<file path="src/rtl/join_pkg.sv">
// Shared types for the N-channel join: transfer-counter width and type.
package join_pkg;

    localparam int CNT_W = 16;

    typedef logic [CNT_W-1:0] count_t;

endpackage

</file>
<file path="src/rtl/join_multi_if.sv">
// Bundle of the join's input channels and its single joined output.
interface join_multi_if
    import join_pkg::*;
#(
    parameter int N  = 2,
    parameter int DW = 11
);

    // Handshake: a transfer happens on a rising edge where valid & ready are both
    // high; a producer must hold valid and data until that edge, while ready may
    // change freely and never waits on valid.
    logic [N-1:0]    i_valid;
    logic [N-1:0]    i_ready;
    logic [N*DW-1:0] i_data;
    logic [N-1:0]    i_mask;
    logic            o_valid;
    logic            o_ready;
    logic [N*DW-1:0] o_data;
    count_t          o_count;

    modport slave (
        input  i_valid, i_data, i_mask, o_ready,
        output i_ready, o_valid, o_data, o_count
    );

    modport master (
        output i_valid, i_data, i_mask, o_ready,
        input  i_ready, o_valid, o_data, o_count
    );

endinterface

</file>
<file path="src/rtl/join_fifo.sv">
// Per-channel synchronous FIFO; pointers carry one extra wrap bit so that
// occupancy 0..DEPTH is distinguishable without a separate counter.
module join_fifo #(
    parameter int DW    = 11,
    parameter int DEPTH = 2
) (
    input  logic          clk,
    input  logic          rst,
    input  logic          push_i,
    input  logic          pop_i,
    input  logic [DW-1:0] data_i,
    output logic          full_o,
    output logic          empty_o,
    output logic [DW-1:0] head_o
);

    localparam int AW = $clog2(DEPTH);
    localparam logic [AW:0] PTR_ONE = {{AW{1'b0}}, 1'b1};

    logic [AW:0]   wr_ptr_q, wr_ptr_d;
    logic [AW:0]   rd_ptr_q, rd_ptr_d;
    logic [DW-1:0] mem_q [DEPTH];
    logic          do_push, do_pop;

    assign empty_o = (wr_ptr_q == rd_ptr_q);
    assign full_o  = (wr_ptr_q[AW] != rd_ptr_q[AW]) &&
                     (wr_ptr_q[AW-1:0] == rd_ptr_q[AW-1:0]);
    assign head_o  = mem_q[rd_ptr_q[AW-1:0]];

    always_comb begin
        do_push  = push_i & ~full_o;
        do_pop   = pop_i & ~empty_o;
        wr_ptr_d = wr_ptr_q;
        rd_ptr_d = rd_ptr_q;
        if (do_push) wr_ptr_d = wr_ptr_q + PTR_ONE;
        if (do_pop)  rd_ptr_d = rd_ptr_q + PTR_ONE;
    end

    always_ff @(posedge clk or negedge rst) begin
        if (!rst) begin
            wr_ptr_q <= '0;
            rd_ptr_q <= '0;
        end else begin
            wr_ptr_q <= wr_ptr_d;
            rd_ptr_q <= rd_ptr_d;
        end
    end

    // Storage needs no reset: only slots written by a push are ever read.
    always_ff @(posedge clk) begin
        if (do_push) mem_q[wr_ptr_q[AW-1:0]] <= data_i;
    end

endmodule

</file>
<file path="src/rtl/join_multi.sv">
// N-channel valid/ready join: per-channel FIFOs absorb skew, enabled heads are
// concatenated into a registered output word, and completed transfers are counted.
module join_multi
    import join_pkg::*;
#(
    parameter int N     = 2,
    parameter int DW    = 11,
    parameter int DEPTH = 2
) (
    input logic         clk,
    input logic         rst,
    join_multi_if.slave bus
);

    logic [N-1:0]    full, empty, push, pop, ready;
    logic [DW-1:0]   head [N];
    logic [N*DW-1:0] heads;
    logic            join_ok, load;
    logic            o_valid_q, o_valid_d;
    logic [N*DW-1:0] o_data_q, o_data_d;
    count_t          count_q, count_d;

    for (genvar k = 0; k < N; k++) begin : g_ch
        join_fifo #(
            .DW    (DW),
            .DEPTH (DEPTH)
        ) u_fifo (
            .clk     (clk),
            .rst     (rst),
            .push_i  (push[k]),
            .pop_i   (pop[k]),
            .data_i  (bus.i_data[k*DW +: DW]),
            .full_o  (full[k]),
            .empty_o (empty[k]),
            .head_o  (head[k])
        );
    end

    // Ready looks only at registered fullness, so a pop in the same cycle never
    // re-opens a full channel.
    always_comb begin
        ready   = '0;
        push    = '0;
        heads   = '0;
        join_ok = |bus.i_mask;
        load    = 1'b0;
        pop     = '0;
        for (int k = 0; k < N; k++) begin
            ready[k] = bus.i_mask[k] & ~full[k];
            push[k]  = bus.i_valid[k] & ready[k];
            if (bus.i_mask[k]) begin
                heads[k*DW +: DW] = head[k];
                if (empty[k]) join_ok = 1'b0;
            end
        end
        load = join_ok & (~o_valid_q | bus.o_ready);
        pop  = load ? bus.i_mask : '0;
    end

    always_comb begin
        o_valid_d = o_valid_q;
        o_data_d  = o_data_q;
        count_d   = count_q;
        if (load) begin
            o_valid_d = 1'b1;
            o_data_d  = heads;
        end else if (o_valid_q & bus.o_ready) begin
            o_valid_d = 1'b0;
        end
        if (o_valid_q & bus.o_ready) count_d = count_q + count_t'(1);
    end

    always_ff @(posedge clk or negedge rst) begin
        if (!rst) begin
            o_valid_q <= 1'b0;
            o_data_q  <= '0;
            count_q   <= '0;
        end else begin
            o_valid_q <= o_valid_d;
            o_data_q  <= o_data_d;
            count_q   <= count_d;
        end
    end

    assign bus.i_ready = ready & {N{rst}};
    assign bus.o_valid = o_valid_q;
    assign bus.o_data  = o_data_q;
    assign bus.o_count = count_q;

endmodule
</file>
<file path="src/flat_wrapper.sv">
// flat-port wrapper written by rule: the top's interface ports become plain ports
module join_multi_flat import join_pkg::*;
#(
    parameter int N     = 2,
    parameter int DW    = 11,
    parameter int DEPTH = 2
)
  (clk, rst, bus_i_valid, bus_i_data, bus_i_mask, bus_o_ready, bus_i_ready, bus_o_valid, bus_o_data, bus_o_count);
  join_multi_if #(.N(N), .DW(DW)) bus_i ();
  input logic clk;
  input logic rst;
  input wire logic [$bits(bus_i.i_valid)-1:0] bus_i_valid;
  input wire logic [$bits(bus_i.i_data)-1:0] bus_i_data;
  input wire logic [$bits(bus_i.i_mask)-1:0] bus_i_mask;
  input wire logic [$bits(bus_i.o_ready)-1:0] bus_o_ready;
  output wire logic [$bits(bus_i.i_ready)-1:0] bus_i_ready;
  output wire logic [$bits(bus_i.o_valid)-1:0] bus_o_valid;
  output wire logic [$bits(bus_i.o_data)-1:0] bus_o_data;
  output wire logic [$bits(bus_i.o_count)-1:0] bus_o_count;
  assign bus_i.i_valid = bus_i_valid;
  assign bus_i.i_data = bus_i_data;
  assign bus_i.i_mask = bus_i_mask;
  assign bus_i.o_ready = bus_o_ready;
  assign bus_i_ready = bus_i.i_ready;
  assign bus_o_valid = bus_i.o_valid;
  assign bus_o_data = bus_i.o_data;
  assign bus_o_count = bus_i.o_count;
  join_multi #(.N(N), .DW(DW), .DEPTH(DEPTH)) u_core (.clk(clk), .rst(rst), .bus(bus_i));
endmodule
</file>
<file path="config.mk">
export PLATFORM = sky130hd
export DESIGN_NAME = join_multi_flat
export DESIGN_NICKNAME = d
export VERILOG_FILES = /design/src/rtl/join_pkg.sv /design/src/rtl/join_multi_if.sv /design/src/rtl/join_fifo.sv /design/src/rtl/join_multi.sv /design/src/flat_wrapper.sv
export SDC_FILE = /design/constraint.sdc
export NUM_CORES = 1
export LEC_CHECK = 0
export CORE_MARGIN = 10
export CORE_UTILIZATION = 31
export DETAILED_ROUTE_END_ITERATION = 12
export GPL_TIMING_DRIVEN = 0
export SLEW_MARGIN = 25
export SYNTH_ARGS = -nofsm -noshare
export SYNTH_HDL_FRONTEND = slang
export SYNTH_SLANG_ARGS = --single-unit
export TNS_END_PERCENT = 20
</file>
<file path="constraint.sdc">
create_clock -name clk -period 2.7 [get_ports clk]
set_input_delay 0.54 -clock clk [delete_from_list [all_inputs] [get_ports clk]]
set_output_delay 0.54 -clock clk [all_outputs]
set_load 0.03 [all_outputs]
</file>
==> flow_metrics.py, run 1 <==
metrics = {
    "synthesis": {
        "syn_inst": 250,
        "synth_nets": 280,
        "netlist_area_um2": 3820,
        "syn_avg_cell_area_um2": 15.3,
        "synth_cell_types": 31,
        "yosys_register_bits": 91,
        "ys_warn_count": 0,
        "seq_area_frac_synth": 0.654,
    },
    "finish": {
        "finalInstanceArea_um2": 4970,
        "n_fill_cell": 1120,
        "antenna_cells": 0,
        "nets": 360,
        "area_growth_pct": 30.1,
        "layout-drive-gt1-share": 0.158,
    },
    "clocking": {
        "cts_made_buffers": 9,
        "clkLatencyLatePin_ns": 0.33,
        "htree_levels": 3,
        "clock_sinks": 91,
        "clockBufferDepth": 2,
        "cts_tree": "done",
        "cts-root-buf": "clkbuf_16",
        "cts_hold_buf": 0,
        "path_clk_slew_ns": 0.06,
    },
    "setup_path": {
        "cp.arrival_ns": 2.02,
        "critical_path_peak_fanout": 7,
        "crit_slowest_cell": "clkdlybuf4s50_1",
        "path_cells": "clkdlybuf4s50_1 > a21boi_1 > and2_1 > dlygate4sd2_1",
        "setup.worst_path.end_class": "primary output",
        "r2r.worst_path.cells": 5,
        "required_ns": 2.16,
        "worst-setup-path-type": "input pin to primary output",
        "max_stage_delay_ns": 0.63,
        "startpoint_type": "input pin",
    },
    "floorplanning": {
        "fp.dieW_um": 131,
        "ios": 70,
        "core.rowCount": 40,
        "dieArea_um2": 17200,
        "dieHeight_um": 131,
        "initial_utilization": 0.318,
        "core-area_um2": 12000,
    },
    "drt": {
        "vias_per_cell": 4.38,
        "drc": 0,
        "wl_per_cell_um": 15.5,
        "vias": 2109,
        "wirelength_um": 7470,
        "first_pass_iters": 4,
        "drt_iter0_markers": 96,
        "ant_nets": 0,
    },
    "power": {
        "power_density_nw_per_um2": 1070,
        "fin_total_pwr_uw": 5310,
        "ir_drop_uv": 317,
        "power.leakage_uw": 0.00204,
    },
    "timing": {
        "finalSetupViolCount": 0,
        "fmax_mhz": 391,
        "worst-slew-pin-transition_ns": 0.924,
        "fin_skew_ns": 0.00469,
        "period_share": 0.947,
        "fin_setup_tns_ns": 0,
        "rsz0062_at_grt": "false",
        "final_hold_viol_count": 0,
        "slew_headroom": 0.382,
        "post-route-min-period_ns": 2.56,
        "drv_slew": 0,
    },
    "placement": {
        "numPortBuffers": 69,
        "placed_cell_area_um2": 4690,
        "gp_congestion": 0.717,
        "dp_hpwl_um": 5420,
    },
    "status": {
        "status": "finished, final reports clean",
    },
    "global_routing": {
        "overflow": 0,
        "grt_pass1_vias": 2217,
        "track_usage": 0.0909,
        "grt_first_pass_wirelength_um": 11800,
        "grt_antenna_before_repair": 0,
        "grt_max_degree": 50,
    },
    "worst_hold_path": {
        "holdCritPathClass": "input pin to asynchronous set/reset pin",
    },
    "run": {
        "cap_violations": 0,
    },
}
[stage by stage]
stage	setup WS, ns	util	cells	hold WS, ns
finish	0.142	0.414	482	0.227
global route	0.0373	0.414	482	0.279
detailed placement	-0.210	0.390	466	0.464
floorplan	0.812	-	250	0.244
CTS	0.0512	0.413	482	0.257
global placement	-1.62	0.391	466	0.467
[report_power, final]
part           leakage (uW)  internal, uW  switching, uW  total [uW]
sequential         0.000997          1830            242        2070
combinational      0.000908          1020           1060        2080
clock              0.000136           630            533        1160
[what timing repair did]
action	CTS	global route
setup endpoints to repair	2	1
gates resized for setup	3	1
buffers inserted	0	0
pin swaps	0	0
[registers in the layout (all words and copies together), names as in the netlist]
register and cells:
u_core.bus.o_count 16, u_core.bus.o_data 22, u_core.bus.o_valid 1, u_core.g_ch.u_fifo.mem_q 44, u_core.g_ch.u_fifo.rd_ptr_q 4, u_core.g_ch.u_fifo.wr_ptr_q 4
[critical path: cells and delay by family]
kind            cells  cell delay, ns
simple gates        1            0.16
compound gates      1            0.29
buf+inv             2            1.03
[cell type report]
class | count | area [um^2] | share of cell area
clock inverter | 7 | 52.6 | 0.0106
multi-input combinational | 150 | 1270 | 0.255
buffer | 8 | 50.0 | 0.0101
timing repair buffer | 69 | 686 | 0.138
tap | 147 | 184 | 0.0370
inverter | 1 | 3.75 | 0.000756
sequential | 91 | 2500 | 0.503
clock buffer | 9 | 225 | 0.0453
[metal layers]
metal | GRT usage | part of all wire
met1 | 0.104 | 0.42
met3 | 0.0310 | 0.059
met2 | 0.149 | 0.50
met5 | 0 | 0
met4 | 0.0451 | 0.021
[worst paths after layout]
kind                       slack [ns]                           endpoint                               from
min reg2reg                      0.47             u_core.bus.o_count[15]             u_core.bus.o_count[15]
min in group clk                 0.47             u_core.bus.o_count[15]             u_core.bus.o_count[15]
max                              0.14                     bus_i_ready[1]                      bus_i_mask[1]
min                              0.23              u_core.bus.o_data[12]                                rst
max in group asynchronous        2.02             u_core.bus.o_count[12]                                rst
max reg2reg                      0.56  u_core.g_ch[0].u_fifo.mem_q[0][3]  u_core.g_ch[0].u_fifo.rd_ptr_q[0]
[placed cells by master (no fill, tap or decap), drive strengths merged, types with 9 or more instances in the layout]
cell type,n
clkdlybuf4s50,66
dfrtp,47
edfxtp,44
mux2,24
mux2i,22
nor2b,22
xnor2,17
nand2,13
clkbuf,11
xor2,10
nand3,9
[cell usage after synthesis]
library cell	n	area, um^2
nand3_1	8	40.0
and4_1	1	8.76
xor2_1	10	87.6
or2_2	1	6.26
a21boi_0	2	15.0
buf_2	4	20.0
clkbuf_1	2	7.51
nand4_1	2	12.5
nor3b_1	1	7.51
buf_6	2	22.5
nor2b_1	22	138
or3_1	1	6.26
o21ai_0	1	5.00
a41o_2	1	11.3
and3_1	5	31.3
and2_1	4	25.0
dfrtp_1	47	1180
nand2_1	13	48.8
nand3_4	1	17.5
xnor2_1	17	149
mux2i_1	22	220
inv_1	1	3.75
a31oi_4	1	21.3
mux2_2	4	45.0
and3_2	1	7.51
edfxtp_1	44	1320
mux2_4	20	300
nor2_1	5	18.8
nand2b_1	1	6.26
nor3_1	5	25.0
ha_1	1	12.5
[cells by family after synthesis]
logic type,Yosys count,share of synthesized area
buf+inv,9,0.0141
xor+xnor,27,0.0619
flops,91,0.654
simple gates,71,0.105
mux,46,0.148
compound gates,5,0.0138
fa+ha+maj,1,0.00328
(Power assumes the default switching activity.)
==> run 2, diff against run 1 <==
--- a/config.mk
+++ b/config.mk
@@ -6,11 +6,11 @@
 export NUM_CORES = 1
 export LEC_CHECK = 0
 export CORE_MARGIN = 10
-export CORE_UTILIZATION = 31
+export CORE_UTILIZATION = 52
 export DETAILED_ROUTE_END_ITERATION = 12
 export GPL_TIMING_DRIVEN = 0
+export PLACE_DENSITY = 0.79
 export SLEW_MARGIN = 25
 export SYNTH_ARGS = -nofsm -noshare
 export SYNTH_HDL_FRONTEND = slang
 export SYNTH_SLANG_ARGS = --single-unit
-export TNS_END_PERCENT = 20
==> constraint.sdc (replaced) <==
create_clock -name clk -period 2.8 [get_ports clk]
set_input_delay 0.56 -clock clk [delete_from_list [all_inputs] [get_ports clk]]
set_output_delay 0.56 -clock clk [all_outputs]
set_load 0.03 [all_outputs]
==> flow_metrics.py, run 2 (synthesized netlist as in run 1, its figures left out) <==
metrics = {
    "status": {
        "status": "finished, final reports clean",
    },
    "power": {
        "power.leakage_uw": 0.00200,
        "ir_drop_uv": 562,
        "power_density_nw_per_um2": 1010,
        "fin_total_pwr_uw": 4880,
    },
    "global_routing": {
        "track_usage": 0.127,
        "overflow": 0,
        "grt_first_pass_wirelength_um": 11400,
        "grt_antenna_before_repair": 0,
        "grt_max_degree": 50,
        "grt_pass1_vias": 2303,
    },
    "setup_path": {
        "startpoint_type": "input pin",
        "path_delay_family": "buffers and inverters",
        "critical_path_peak_fanout": 7,
        "crit_slowest_cell": "clkdlybuf4s50_1",
        "cp.arrival_ns": 2.12,
        "path_cells": "clkdlybuf4s50_1 > a21boi_0 > and2_1 > dlygate4sd2_1",
        "max_stage_delay_ns": 0.63,
        "cp.depth": 4,
        "cp_num_buf_inv": 2,
        "worst-setup-path-type": "input pin to primary output",
        "r2r.worst_path.cells": 5,
        "setup.worst_path.end_class": "primary output",
        "required_ns": 2.24,
    },
    "drt": {
        "wl_per_cell_um": 16.1,
        "wirelength_um": 6970,
        "vias": 2114,
        "drc": 0,
        "drt_iter0_markers": 52,
        "first_pass_iters": 4,
        "vias_per_cell": 4.87,
        "ant_nets": 0,
    },
    "run": {
        "cap_violations": 0,
    },
    "timing": {
        "fin_skew_ns": 0.00946,
        "finalSetupViolCount": 0,
        "final_hold_viol_count": 0,
        "fmax_mhz": 374,
        "whs_ns": 0.217,
        "period_share": 0.956,
        "slew_headroom": 0.392,
        "drv_slew": 0,
        "rsz0062_at_grt": "false",
        "worst-slew-pin-transition_ns": 0.909,
        "post-route-min-period_ns": 2.68,
    },
    "floorplanning": {
        "dieHeight_um": 106,
        "core.rowCount": 31,
        "fp.dieW_um": 106,
        "dieArea_um2": 11200,
        "core-area_um2": 7210,
        "ios": 70,
        "initial_utilization": 0.529,
    },
    "finish": {
        "n_fill_cell": 542,
        "most-common-layout-cells": "clkdlybuf4s50_1 (66), dfrtp_1 (47), edfxtp_1 (44), mux2i_1 (22), nor2b_1 (22)",
        "area_growth_pct": 26.4,
        "layout-drive-gt1-share": 0.155,
        "largest_reg_flops": 44,
        "final_common_cell": "clkdlybuf4s50_1",
        "antenna_cells": 0,
        "finalInstanceArea_um2": 4820,
        "nets": 360,
        "final_util": 0.669,
    },
    "clocking": {
        "clkLatencyLatePin_ns": 0.36,
        "clock_sinks": 91,
        "cts_made_buffers": 9,
        "clockBufferDepth": 2,
        "cts_hold_buf": 0,
        "cts_resized": 3,
        "cts_tree": "done",
        "path_clk_slew_ns": 0.09,
        "cts_setup_buffers": 0,
        "htree_levels": 3,
        "cts-root-buf": "clkbuf_8",
    },
    "placement": {
        "numPortBuffers": 69,
        "gp_congestion": 0.746,
        "dp_hpwl_um": 5060,
        "placed_cell_area_um2": 4630,
    },
    "worst_hold_path": {
        "holdCritPathClass": "input pin to asynchronous set/reset pin",
    },
}
-- run 2: area by class of cell --
type | instances | area [um^2] | area share
Sequential cell | 91 | 2500 | 0.518
Multi-Input combinational cell | 150 | 1270 | 0.263
Timing Repair Buffer | 69 | 686 | 0.142
Clock buffer | 10 | 128 | 0.0265
Tap cell | 99 | 124 | 0.0257
Clock inverter | 6 | 67.6 | 0.0140
Buffer | 8 | 50.0 | 0.0104
Inverter | 1 | 3.75 | 0.000778
-- run 2: final timing paths --
path | endpoint | start | slack [ns]
setup / recovery | bus_i_ready[1] | bus_i_mask[1] | 0.12
hold / removal | u_core.bus.o_data[15] | rst | 0.22
setup reg to reg | u_core.g_ch[0].u_fifo.mem_q[0][1] | u_core.g_ch[0].u_fifo.rd_ptr_q[0] | 0.67
hold reg to reg | u_core.bus.o_count[15] | u_core.bus.o_count[15] | 0.48
max in group asynchronous | u_core.bus.o_data[2] | rst | 2.18
min in group clk | u_core.bus.o_count[15] | u_core.bus.o_count[15] | 0.48
-- run 2: layer usage --
layer	global-route usage	vias to the layer above	wire, um
li1	-	1041	-
met1	0.145	1018	2970
met2	0.216	46	3550
met3	0.0378	9	345
met4	0.0580	0	104
met5	0	-	0
-- run 2: power by group --
group          total, uW  internal [uW]  switching [uW]
registers           1990           1760             224
logic               2020            982            1040
clock network        871            414             457
-- run 2: worst register-to-register path: stages (launching register included) --
cell,delay [ns]
dfrtp_1,0.37
buf_2,0.18
xnor2_1,0.16
a21boi_1,0.24
nand2_1,0.12
nor2_1,0.70
-- run 2: metrics by stage --
| stage | worst slack [ns] | cells | TNS (ns) |
|---|---|---|---|
| 2_1_floorplan | 0.912 | 250 | 0 |
| 3_3_place_gp | -1.42 | 418 | -15.65 |
| 3_5_place_dp | -0.138 | 418 | -0.595 |
| 4_1_cts | 0.128 | 434 | 0 |
| 5_1_grt | 0.0643 | 434 | 0 |
| 6_report | 0.124 | 434 | 0 |
